<file path="config.mk">
export PLATFORM = sky130hd
export DESIGN_NAME = blink_rate_decoder
export DESIGN_NICKNAME = d
export VERILOG_FILES = /design/src/rtl/blink_pkg.sv /design/src/rtl/sync_edge_detect.sv /design/src/rtl/blink_rate_decoder.sv
export SDC_FILE = /design/constraint.sdc
export NUM_CORES = 1
export LEC_CHECK = 0
export CORE_MARGIN = 4
export CORE_UTILIZATION = 55
export CTS_CLUSTER_SIZE = 8
export DETAILED_ROUTE_END_ITERATION = 16
export HOLD_SLACK_MARGIN = 0.02
export PLACE_DENSITY_LB_ADDON = 0.2
export SLEW_MARGIN = 20
export SYNTH_ARGS = -nofsm -noshare
export SYNTH_HDL_FRONTEND = slang
export SYNTH_SLANG_ARGS = --single-unit
</file>
<file path="constraint.sdc">
create_clock -name i_clock -period 8.6 [get_ports i_clock]
set_clock_uncertainty 0.05 [all_clocks]
set_input_delay 1.72 -clock i_clock [delete_from_list [all_inputs] [get_ports i_clock]]
set_output_delay 1.72 -clock i_clock [all_outputs]
set_load 0.05 [all_outputs]
</file>
<file path="src/rtl/blink_pkg.sv">
// Shared constants for the LED blink generator and the blink-rate decoder:
// half-period lengths, rate-code encodings and the decoder FSM states.
package blink_pkg;

    localparam int unsigned CNT_W       = 16;
    localparam int unsigned CNT_100HZ   = 125;
    localparam int unsigned CNT_50HZ    = 250;
    localparam int unsigned CNT_10HZ    = 1250;
    localparam int unsigned CNT_1HZ     = 12500;
    localparam int unsigned LOCK_COUNT  = 4;
    localparam int unsigned TIMEOUT_CNT = 25000;

    typedef enum logic [1:0] {
        RATE_100HZ = 2'b00,
        RATE_50HZ  = 2'b01,
        RATE_10HZ  = 2'b10,
        RATE_1HZ   = 2'b11
    } rate_e;

    typedef enum logic [1:0] {
        ST_IDLE    = 2'b00,
        ST_MEASURE = 2'b01,
        ST_LOCKED  = 2'b10
    } state_e;

    // True when val lies within +/- nominal/8 of the nominal half-period.
    function automatic logic in_window(input logic [CNT_W-1:0] val, input int unsigned nominal);
        int unsigned tol;
        tol = nominal / 32'd8;
        return (32'(val) >= (nominal - tol)) && (32'(val) <= (nominal + tol));
    endfunction

endpackage

</file>
<file path="src/rtl/sync_edge_detect.sv">
// Two-flop synchronizer plus edge-detect flop; o_edge strobes for one cycle
// on either polarity of transition of the asynchronous input.
module sync_edge_detect (
    input  logic i_clock,
    input  logic i_reset_n,
    input  logic i_async,
    output logic o_edge
);

    // [0],[1] synchronize; [2] holds the previous synchronized level
    logic [2:0] r_sync;

    always_ff @(posedge i_clock or negedge i_reset_n) begin
        if (!i_reset_n) begin
            r_sync <= '0;
        end else begin
            r_sync <= {r_sync[1:0], i_async};
        end
    end

    assign o_edge = r_sync[2] ^ r_sync[1];

endmodule

</file>
<file path="src/rtl/blink_rate_decoder.sv">
// Measures the half-period of a blinking waveform, classifies it into one of
// four rates and reports a rate code once enough consecutive periods agree.
module blink_rate_decoder
    import blink_pkg::*;
#(
    parameter int unsigned c_CNT_100Hz  = CNT_100HZ,
    parameter int unsigned c_CNT_50Hz   = CNT_50HZ,
    parameter int unsigned c_CNT_10Hz   = CNT_10HZ,
    parameter int unsigned c_CNT_1Hz    = CNT_1HZ,
    parameter int unsigned c_LOCK_COUNT = LOCK_COUNT,
    parameter int unsigned c_TIMEOUT    = TIMEOUT_CNT
) (
    input  logic             i_clock,
    input  logic             i_reset_n,
    input  logic             i_blink,
    output logic [1:0]       o_code,
    output logic             o_valid,
    output logic             o_lost,
    output logic [CNT_W-1:0] o_half_period
);

    localparam int unsigned MATCH_W = $clog2(c_LOCK_COUNT + 1);

    logic               blink_edge;
    logic [CNT_W-1:0]   r_cnt;
    state_e             r_state;
    rate_e              r_cand;
    logic [MATCH_W-1:0] r_match;

    logic               hit_c;
    rate_e              rate_c;
    logic               timeout_c;

    state_e             state_n;
    rate_e              cand_n;
    logic [MATCH_W-1:0] match_n;
    logic [1:0]         code_n;
    logic               valid_n;
    logic               lost_n;
    logic [CNT_W-1:0]   hp_n;

    sync_edge_detect u_sync (
        .i_clock   (i_clock),
        .i_reset_n (i_reset_n),
        .i_async   (i_blink),
        .o_edge    (blink_edge)
    );

    // Clocks since the last edge; saturates so a dead input reads as timeout.
    always_ff @(posedge i_clock or negedge i_reset_n) begin
        if (!i_reset_n) begin
            r_cnt <= '0;
        end else if (blink_edge) begin
            r_cnt <= CNT_W'(1);
        end else if (r_cnt < CNT_W'(c_TIMEOUT)) begin
            r_cnt <= r_cnt + CNT_W'(1);
        end
    end

    assign timeout_c = (r_cnt == CNT_W'(c_TIMEOUT));

    // Window classifier on the running count, used only on an edge strobe.
    always_comb begin
        hit_c  = 1'b1;
        rate_c = RATE_100HZ;
        if (in_window(r_cnt, c_CNT_100Hz)) begin
            rate_c = RATE_100HZ;
        end else if (in_window(r_cnt, c_CNT_50Hz)) begin
            rate_c = RATE_50HZ;
        end else if (in_window(r_cnt, c_CNT_10Hz)) begin
            rate_c = RATE_10HZ;
        end else if (in_window(r_cnt, c_CNT_1Hz)) begin
            rate_c = RATE_1HZ;
        end else begin
            hit_c = 1'b0;
        end
    end

    // Next-state and output logic; an edge strobe outranks a coincident timeout.
    always_comb begin
        state_n = r_state;
        cand_n  = r_cand;
        match_n = r_match;
        code_n  = o_code;
        valid_n = o_valid;
        lost_n  = 1'b0;
        hp_n    = o_half_period;

        case (r_state)
            ST_IDLE: begin
                if (blink_edge) begin
                    state_n = ST_MEASURE;
                    match_n = '0;
                end
            end
            ST_MEASURE: begin
                if (blink_edge) begin
                    hp_n = r_cnt;
                    if (!hit_c) begin
                        match_n = '0;
                    end else if (rate_c == r_cand) begin
                        match_n = r_match + MATCH_W'(1);
                    end else begin
                        cand_n  = rate_c;
                        match_n = MATCH_W'(1);
                    end
                    if (hit_c && (match_n == MATCH_W'(c_LOCK_COUNT))) begin
                        state_n = ST_LOCKED;
                        code_n  = cand_n;
                        valid_n = 1'b1;
                    end
                end else if (timeout_c) begin
                    state_n = ST_IDLE;
                    valid_n = 1'b0;
                end
            end
            ST_LOCKED: begin
                if (blink_edge) begin
                    hp_n = r_cnt;
                    if (!hit_c || (rate_c != r_cand)) begin
                        state_n = ST_MEASURE;
                        valid_n = 1'b0;
                        lost_n  = 1'b1;
                        if (!hit_c) begin
                            match_n = '0;
                        end else begin
                            cand_n  = rate_c;
                            match_n = MATCH_W'(1);
                        end
                    end
                end else if (timeout_c) begin
                    state_n = ST_IDLE;
                    valid_n = 1'b0;
                    lost_n  = 1'b1;
                end
            end
            default: begin
                state_n = ST_IDLE;
                valid_n = 1'b0;
            end
        endcase
    end

    always_ff @(posedge i_clock or negedge i_reset_n) begin
        if (!i_reset_n) begin
            r_state       <= ST_IDLE;
            r_cand        <= RATE_100HZ;
            r_match       <= '0;
            o_code        <= 2'b00;
            o_valid       <= 1'b0;
            o_lost        <= 1'b0;
            o_half_period <= '0;
        end else begin
            r_state       <= state_n;
            r_cand        <= cand_n;
            r_match       <= match_n;
            o_code        <= code_n;
            o_valid       <= valid_n;
            o_lost        <= lost_n;
            o_half_period <= hp_n;
        end
    end

endmodule

</file>
Word-level counts from Yosys, hierarchy flattened
Cells that the tools add are included.
- input bits: 3
- register bits: 46
- mux-type cells: 44
- bitwise logic cells: 2
- $lt $le $gt $ge: 9
- add/sub/neg operators: 2
- equal/unequal tests: 13
- reductions and logical operators: 18
- operator list (kind ; count):
    two-way mux 16 bit ; 2
    two-way mux 2 bit ; 16
    two-way mux 3 bit ; 8
    adder 16 x 1 -> 16 bit (second input constant) ; 1
    == test 16 x 15 -> 1 bit (second input constant) ; 1
    >= comparator 16 x 11 -> 1 bit (second input constant) ; 1
    >= comparator 16 x 14 -> 1 bit (second input constant) ; 1
    >= comparator 16 x 7 -> 1 bit (second input constant) ; 1
    >= comparator 16 x 8 -> 1 bit (second input constant) ; 1
    <= comparator 16 x 11 -> 1 bit (second input constant) ; 1
    <= comparator 16 x 14 -> 1 bit (second input constant) ; 1
    <= comparator 16 x 8 -> 1 bit (second input constant) ; 1
    <= comparator 16 x 9 -> 1 bit (second input constant) ; 1
    < comparator 16 x 15 -> 1 bit (second input constant) ; 1
    two-way mux 1 bit ; 14
    != test 2 bit (second input constant) ; 5
    AND reduction 5 bit ; 2
    case mux 3 bit (3 select lines) ; 1
    AND reduction 3 bit ; 3
    != test 3 bit (second input constant) ; 2
    case mux 2 bit (3 select lines) ; 1
    logical AND 1 bit ; 5
    case mux 2 bit (2 select lines) ; 1
    nonzero test 2 bit ; 2
    other kinds (15) ; 15

Logic depth before layout (Yosys ltp)
Gate-level depths: netlist (run 1).
- depth in word-level cells: 16
- gate-level depth with buffers: 12

Cells and area by module
A second synthesis (run 1) with hierarchy kept.
- cell total of the unflattened synthesis: 284
- area, all modules: 2720.1 um^2
- modules (own cells, without submodules) (module ; instances ; cells each ; sequential area each (um^2) ; area each (um^2)):
    blink_rate_decoder ; 1 ; 280 ; 1076.0 ; 2636.3
    sync_edge_detect ; 1 ; 4 ; 75.1 ; 83.8

Worst setup path after synthesis (run 1)
OpenSTA, ideal clock, no wires.
- path type: reg-to-reg
- start point: register r_cnt[13]
- end point: register o_valid
- data required time: 8.429 ns
- stages on the path, launching flop included: 12
- path slack: 5.451 ns
- period minus slack after synthesis: 3.149 ns
- library setup time: 0.121 ns
- data arrival time: 2.978 ns
- cells stage by stage: dfrtp_1 > buf_6 > or4_4 > or4_4 > a21oi_4 > nor3_1 > or4_4 > and2_4 > buf_6 > nor4b_4 > a32o_1 > a22o_1
- word-level cells in the longest chain between the ends: 15
- elaborated cells on any way between the ends: 38
- those cells by class: order compare (8); eq/ne (6); mux (16); reduce/logical (8)
- RTL lines (what ; RTL line ; source):
    start: declaration ; blink_rate_decoder.sv:25 ; logic [CNT_W-1:0] r_cnt;
    start signal: assignment ; blink_rate_decoder.sv:56 ; r_cnt <= r_cnt + CNT_W'(1);
    >= comparator 16 x 14 -> 1 bit or <= comparator 16 x 14 -> 1 bit (tied branches) ; blink_pkg.sv:30 ; return (32'(val) >= (nominal - tol)) && (32'(val) <= (nominal + tol));
    logical AND 1 bit ; blink_pkg.sv:30 ;
    two-way mux 2 bit ; blink_rate_decoder.sv:72 ; end else if (in_window(r_cnt, c_CNT_1Hz)) begin
    two-way mux 2 bit ; blink_rate_decoder.sv:70 ; end else if (in_window(r_cnt, c_CNT_10Hz)) begin
    two-way mux 2 bit ; blink_rate_decoder.sv:68 ; end else if (in_window(r_cnt, c_CNT_50Hz)) begin
    two-way mux 2 bit ; blink_rate_decoder.sv:66 ; if (in_window(r_cnt, c_CNT_100Hz)) begin
    == test 2 bit ; blink_rate_decoder.sv:101 ; end else if (rate_c == r_cand) begin
    two-way mux 3 bit ; blink_rate_decoder.sv:101 ;
    two-way mux 3 bit ; blink_rate_decoder.sv:99 ; if (!hit_c) begin
    two-way mux 3 bit ; blink_rate_decoder.sv:97 ; if (blink_edge) begin
    two-way mux 3 bit ; blink_rate_decoder.sv:89 ; case (r_state)
    == test 3 bit ; blink_rate_decoder.sv:107 ; if (hit_c && (match_n == MATCH_W'(c_LOCK_COUNT))) begin
    logical AND 1 bit ; blink_rate_decoder.sv:107 ;
    != test 3 bit (no line) ; -- ;
    AND reduction 3 bit (no line) ; -- ;
    end signal: assignment ; blink_rate_decoder.sv:158 ; o_valid <= valid_n;
    end: declaration ; blink_rate_decoder.sv:17 ; output logic o_valid,
Several ways; a longest one is shown, not always the timed one. The select of a mux whose other input is x is not followed.
A chain may end at the register's enable or synchronous reset.

Final worst setup path (run 1)
- start point: register r_cnt[13]
- end point: register r_match[0]
- word-level cells in the longest chain between the ends: 13
- elaborated cells on any way between the ends: 35
- those cells by class: order compare (8); eq/ne (3); mux (17); reduce/logical (7)
- RTL lines (what ; RTL line ; source):
    >= comparator 16 x 14 -> 1 bit or <= comparator 16 x 14 -> 1 bit (tied branches) ; blink_pkg.sv:30 ;
    logical AND 1 bit ; blink_pkg.sv:30 ;
    two-way mux 2 bit ; blink_rate_decoder.sv:72 ;
    two-way mux 2 bit ; blink_rate_decoder.sv:70 ;
    two-way mux 2 bit ; blink_rate_decoder.sv:68 ;
    two-way mux 2 bit ; blink_rate_decoder.sv:66 ;
    == test 2 bit ; blink_rate_decoder.sv:101 ;
    two-way mux 3 bit ; blink_rate_decoder.sv:101 ;
    two-way mux 3 bit ; blink_rate_decoder.sv:99 ;
    two-way mux 3 bit ; blink_rate_decoder.sv:97 ;
    two-way mux 3 bit ; blink_rate_decoder.sv:89 ;
    two-way mux 3 bit ; blink_rate_decoder.sv:97 ;
    case mux 3 bit (3 select lines) ; blink_rate_decoder.sv:89 ;
    end signal: assignment ; blink_rate_decoder.sv:156 ; r_match <= match_n;
    end: declaration ; blink_rate_decoder.sv:28 ; logic [MATCH_W-1:0] r_match;
Several ways; a longest one is shown, not always the timed one. The select of a mux whose other input is x is not followed.

==> qor.yml, run 1 <==
period_needed_ps: 3311
power.density_nw_per_um2: 172.1
clk_pin_slew_worst_paths_ps: 90
htree_levels: 2
path_cells: "or4_4 > or4_4 > a21oi_4 > nor3_1 > or4_4 > a31o_2 > a21oi_2 > mux2_2"
syn_avg_cell_area_um2: 9.582
yosys-top-cells-area: "dfrtp_1 (42%), mux2_2 (5.3%), ha_1 (4.1%)"
io_pins: 23
cts_resized: 0
rr_worst_depth: 8
grt_antenna_before_repair: 0
critPathMaxStageDelay_ps: 570
grt_overflow_total: 0
r2r_start: "r_cnt[13]"
startpoint_type: "flip-flop"
ir_drop_v: 0.0001188
multi_input_area_um2: 1456
wl_per_cell_um: 16.33
drt-initial-drc-count: 269
cts_hold_buf: 0
avgViaCountPerCell: 5.962
fin_tns_setup_ps: 0
fin_cells: 368
synth_nets: 299
min_path_type: "reg2reg"
holdPathEnd: "u_sync.r_sync[1]"
clkSinkCount: 46
async_flop_share_pct: 100.0
cp_data_arrival_time_ps: 3460
antenna_cells: 0
numPortBuffers: 22
grt_setup_unrepaired: "no"
die_area_um2: 6195
worstPathRequired_ps: 8750
whs_path_depth: 0
clock_path_buffers: 2
dp.cells: 360
root_buffer: "clkbuf_8"
grt_max_degree: 47
min_from: "u_sync.r_sync[0]"
regArea_um2: 1151
synth-edff-count: 0
fin_nets: 312
worstSetupPathType: "reg2reg"
met1_length_mm: 2.916
area_growth_syn_to_layout_pct: 10.96
path_common_cell: "or4_4"
synth-seq-cells: 46
gp_congestion: 0.8666
drv_slew: 0
clock_latency_ps: 300
grt_usage_pct: 21.71
cts_made_buffers: 5
synth-seq-area-share_pct: 41.86
chipWidth_um: 78.71
drc_errors: 0
route.met2.wl_mm: 2.685
vias: 2194
design.core.area_um2: 4786
synth_top_area_share_pct: 41.86
die_y_um: 78.71
synth_flop_cell: "dfrtp_1"
row_count: 25
final.period_utilization_pct: 38.50
post-dp-hpwl_mm: 4.174
cp_slowest_cell: "or4_4"
leakagePower_nw: 1.343
synth_largest_area_cell: "dfrtp_1"
drt_wl_total_mm: 6.011
fmax_mhz: 302.0
grt_pass1_vias: 2177
r2r_slack_ps: 5290
tightest_slew_ps: 868.9
status: "completed"
synth.yosys.warnings: 0
setup_viol: 0
ant_nets: 0
grt_pass1_wl_mm: 10.72
fill_cells: 406
wl_met3_um: 266
max_slew_margin_pct: 41.66
worstPathMaxFanout: 10
route.top_layer_used: "met4"
initial_core_util_pct: 57.46
r2r-end: "r_match[0]"
cts_tree: "done"
cap_viol_max_count: 0
post_cts_buffers: 0
finalHoldViolCount: 0
synthCells: 287
dr.pass1.iters: 4
critPathCaptureType: "flip-flop"
drive_gt1_share_pct: 12.96
synth.cell_area_um2: 2750
synthDistinctLibCells: 60
[registers in the layout, summed over array words and instances (netlist names)]
register and cells:
o_code 2, o_half_period 16, o_lost 1, o_valid 1
r_cand 2, r_cnt 16, r_match 3, r_state 2
u_sync.r_sync 3
[worst max-delay path, delay by kind of cell (launching register included)]
| kind | cells | cell delay, ps |
|---|---|---|
| simple gates | 4 | 1600 |
| compound gates | 3 | 700 |
| flops | 1 | 490 |
| mux | 1 | 360 |
[cells in the final DEF, fill, tap and decap left out, types with 2 or more instances in the layout]
master and instances:
a211o_2 2, a21oi_1 11, a31oi_1 6, and2_1 3, and3_1 3, and4b_1 3
buf_4 2, clkbuf_8 5, clkdlybuf4s50_1 21, dfrtp_1 46, ha_1 9, inv_1 12
mux2_2 13, mux2i_1 3, nand2_1 30, nand2b_1 2, nand3_1 9, nand3b_1 2
nand4_1 7, nor2_1 27, nor3_1 5, nor4_1 3, nor4b_1 2, o2111ai_1 2
o211a_1 2, o211ai_1 4, o21ai_0 14, o221ai_1 2, o31ai_1 3, or3_1 2
or4_4 3, xnor2_1 6, xor2_1 9
[per-layer routing]
layer | vias up | global-route usage [%]
met4 | 0 | 8.392
met3 | 15 | 4.082
met2 | 57 | 34.38
li1 | 1054 | -
met1 | 1068 | 29.55
met5 | - | 0
[per-stage QoR]
stage          cell area [um2]  utilization, %  hold slack (ps)  total power [mW]  setup WS (ps)
2_1_floorplan             2750               -            281.2            0.3525           5451
3_3_place_gp              2959           61.83            284.2            0.3930           5366
3_5_place_dp              2959           61.83            290.3            0.3967           5316
4_1_cts                   3049           63.71            310.4            0.5309           5299
5_1_grt                   3052           63.76            315.3            0.5574           5103
6_report                  3052           63.76            305.8            0.5253           5289
[synth_stat cells (2+ instances only)]
master	number
dfrtp_1	46
nand2_1	30
nor2_1	27
o21ai_0	14
mux2_2	13
inv_1	12
a21oi_1	11
clkbuf_1	10
ha_1	9
nand3_1	9
xor2_1	9
nand4_1	7
a31oi_1	6
xnor2_1	6
nor3_1	5
o211ai_1	4
and2_1	3
and3_1	3
and4b_1	3
buf_6	3
mux2i_1	3
nor4_1	3
o31ai_1	3
or4_4	3
a211o_2	2
buf_1	2
nand2b_1	2
nand3b_1	2
nor4b_1	2
o2111ai_1	2
o211a_1	2
o221ai_1	2
or3_1	2
[report_power, final]
| part | total (mW) | internal (mW) | leakage [nW] | switching [mW] |
|---|---|---|---|---|
| Sequential | 0.249 | 0.230 | 0.625 | 0.0191 |
| Clock | 0.133 | 0.0571 | 0.0441 | 0.0758 |
| Combinational | 0.144 | 0.0498 | 0.674 | 0.0939 |
[worst max-delay path by stage]
stage	slack [ps]	from	to	depth (start not counted)
after floorplan	5450	r_cnt[13]	o_valid	11
after global placement	5370	r_cnt[0]	r_match[0]	10
after detailed placement	5320	r_cnt[13]	r_match[0]	8
after CTS	5300	r_cnt[13]	r_match[0]	8
after global routing	5100	r_cnt[0]	r_match[0]	10
final	5290	r_cnt[13]	r_match[0]	8
[cells by family (layout without fill, tap and decap cells)]
logic type	after synthesis	after routing	synth area share [%]
buffers and inverters	29	43	5.186
xor gates and xnor gates	15	15	4.777
AOI/OAI and AO/OA	58	58	14.79
adders and majority gates	9	9	4.095
muxes	16	16	6.415
DFF	46	46	41.86
and+or+nand+nor	114	114	22.89
[final cells by class]
cell class	instances	area share, %
Inverter	12	1.476
Clock buffer	5	2.255
Tap cell	67	2.747
Sequential cell	46	37.72
Timing Repair Buffer	23	7.380
Clock inverter	3	0.6970
Multi-Input combinational cell	212	47.72
Power figures use the tool's default switching activity.
==> run 2: changes to the inputs <==
==> constraint.sdc (replaced) <==
create_clock -name i_clock -period 3.4 [get_ports i_clock]
set_clock_uncertainty 0.05 [all_clocks]
set_input_delay 0.68 -clock i_clock [delete_from_list [all_inputs] [get_ports i_clock]]
set_output_delay 0.68 -clock i_clock [all_outputs]
set_load 0.05 [all_outputs]
==> qor.yml, run 2 (synthesis gave the netlist of run 1 again) <==
row_count: 25
cts_tree: "done"
dp.cells: 374
drv_slew: 0
top_regs: "o_half_period x16, r_cnt x16"
post_cts_buffers: 0
leakagePower_nw: 1.424
cts_made_buffers: 5
post-dp-hpwl_mm: 4.454
fmax_mhz: 304.3
cap_viol_max_count: 0
min_path_type: "reg2reg"
ir_drop_v: 0.0002504
htree_levels: 2
fin_nets: 326
gp_congestion: 0.9257
fin_tns_setup_ps: 0
vias: 2246
critPathCaptureType: "flip-flop"
cts_resized: 0
grt_pass1_wl_mm: 10.67
chipWidth_um: 78.71
dp_slack_ps: 154.5
final_cell_mix: "dfrtp_1 (46), nand2_1 (30), nor2_1 (27), clkdlybuf4s50_1 (21), buf_4 (16)"
startpoint_type: "flip-flop"
dr.pass1.iters: 4
ant_nets: 0
postLayoutCoreUtil_pct: 66.38
final_common_cell: "dfrtp_1"
initial_core_util_pct: 57.46
cts_hold_buf: 0
clock_path_buffers: 2
tightest_slew_ps: 800.7
final.period_utilization_pct: 96.66
grt_max_degree: 47
period_needed_ps: 3287
cp_data_arrival_time_ps: 3410
status: "completed"
drt_wl_total_mm: 6.218
numPortBuffers: 22
clk_pin_slew_worst_paths_ps: 90
fill_cells: 404
finalWorstSetupSlack_ps: 113.4
antenna_cells: 0
grt_setup_unrepaired: "no"
clock_latency_ps: 300
die_area_um2: 6195
grt_antenna_before_repair: 0
drc_errors: 0
worstPathRequired_ps: 3520
io_pins: 23
drt-initial-drc-count: 199
design.core.area_um2: 4786
worstSetupPathType: "reg2reg"
wl_per_cell_um: 16.28
worstPathMaxFanout: 7
grt_usage_pct: 21.92
power.density_nw_per_um2: 441.7
setup_viol: 0
avgViaCountPerCell: 5.880
grt_pass1_vias: 2242
root_buffer: "clkbuf_8"
drive_gt1_share_pct: 16.51
area_growth_syn_to_layout_pct: 15.51
die_y_um: 78.71
fin_cells: 382
whs_ps: 312.3
finalHoldViolCount: 0
grt_overflow_total: 0
max_slew_margin_pct: 46.49
clkSinkCount: 46
==> run 2: cell types whose count changed in the layout (fill, tap and decap cells not counted), sizes merged <==
| cell | previous run | this run |
|---|---|---|
| buf | 2 | 16 |
| clkbuf | 5 | 6 |
| clkinv | 2 | 0 |
| bufinv | 0 | 1 |
==> run 2: area by class of cell <==
class	count	area, um2	area share (%)
clock buffer	6	72.57	2.284
multi-input combinational	212	1456	45.84
inverter	12	45.04	1.418
timing repair buffer	37	330.3	10.40
clock inverter	2	37.54	1.182
sequential	46	1151	36.23
tap	67	83.83	2.639
==> run 2: path summary, 6_finish.rpt <==
path                             startpoint          endpoint  slack, ps  depth (start not counted)
hold / removal             u_sync.r_sync[0]  u_sync.r_sync[1]        310                          0
max in group asynchronous         i_reset_n        r_state[1]       2580                          1
hold reg to reg            u_sync.r_sync[0]  u_sync.r_sync[1]        310                          0
setup reg to reg                   r_cnt[0]        r_state[0]        110                         11
setup / recovery                   r_cnt[0]        r_state[0]        110                         11
min in group asynchronous         i_reset_n         r_cand[0]        320                          1
==> run 2: critical path, cell delays in order, from the launching register on <==
cell       delay, ps
dfrtp_1          480
inv_1            140
ha_1             210
o21ba_2          190
o2111ai_1        320
a21oi_4          110
and2_2           200
or4_4            550
a31o_2           300
nor2_1           210
mux2i_1          250
o221ai_1         150
==> run 2: through the flow <==
stage | total power, mW | area, um2
finish | 1.403 | 3177
global route | 1.478 | 3177
CTS | 1.411 | 3174
detailed placement | 1.008 | 3064
global placement | 1.005 | 3064
floorplan | 0.8917 | 2750
==> run 2: per-layer routing <==
layer | wire length (um) | vias to the layer above | GRT usage, %
li1 | - | 1087 | -
met5 | 0 | - | 0
met3 | 425 | 16 | 4.082
met2 | 2895 | 84 | 35.48
met1 | 2763 | 1059 | 29.21
met4 | 133 | 0 | 8.392
==> run 2: where the power goes <==
part           switching [mW]  internal [mW]  leakage [nW]
combinational           0.241          0.133         0.748
sequential             0.0454          0.581         0.625
clock                   0.183          0.219        0.0514
==> run 3: changes to the inputs <==
--- a/config.mk
+++ b/config.mk
@@ -11,6 +11,7 @@
 export DETAILED_ROUTE_END_ITERATION = 16
 export HOLD_SLACK_MARGIN = 0.02
 export PLACE_DENSITY_LB_ADDON = 0.2
+export SKIP_CTS_REPAIR_TIMING = 1
 export SLEW_MARGIN = 20
 export SYNTH_ARGS = -nofsm -noshare
 export SYNTH_HDL_FRONTEND = slang
==> results of run 3 <==
No change in the layout: final DEF, timing and power equal those of run 2.
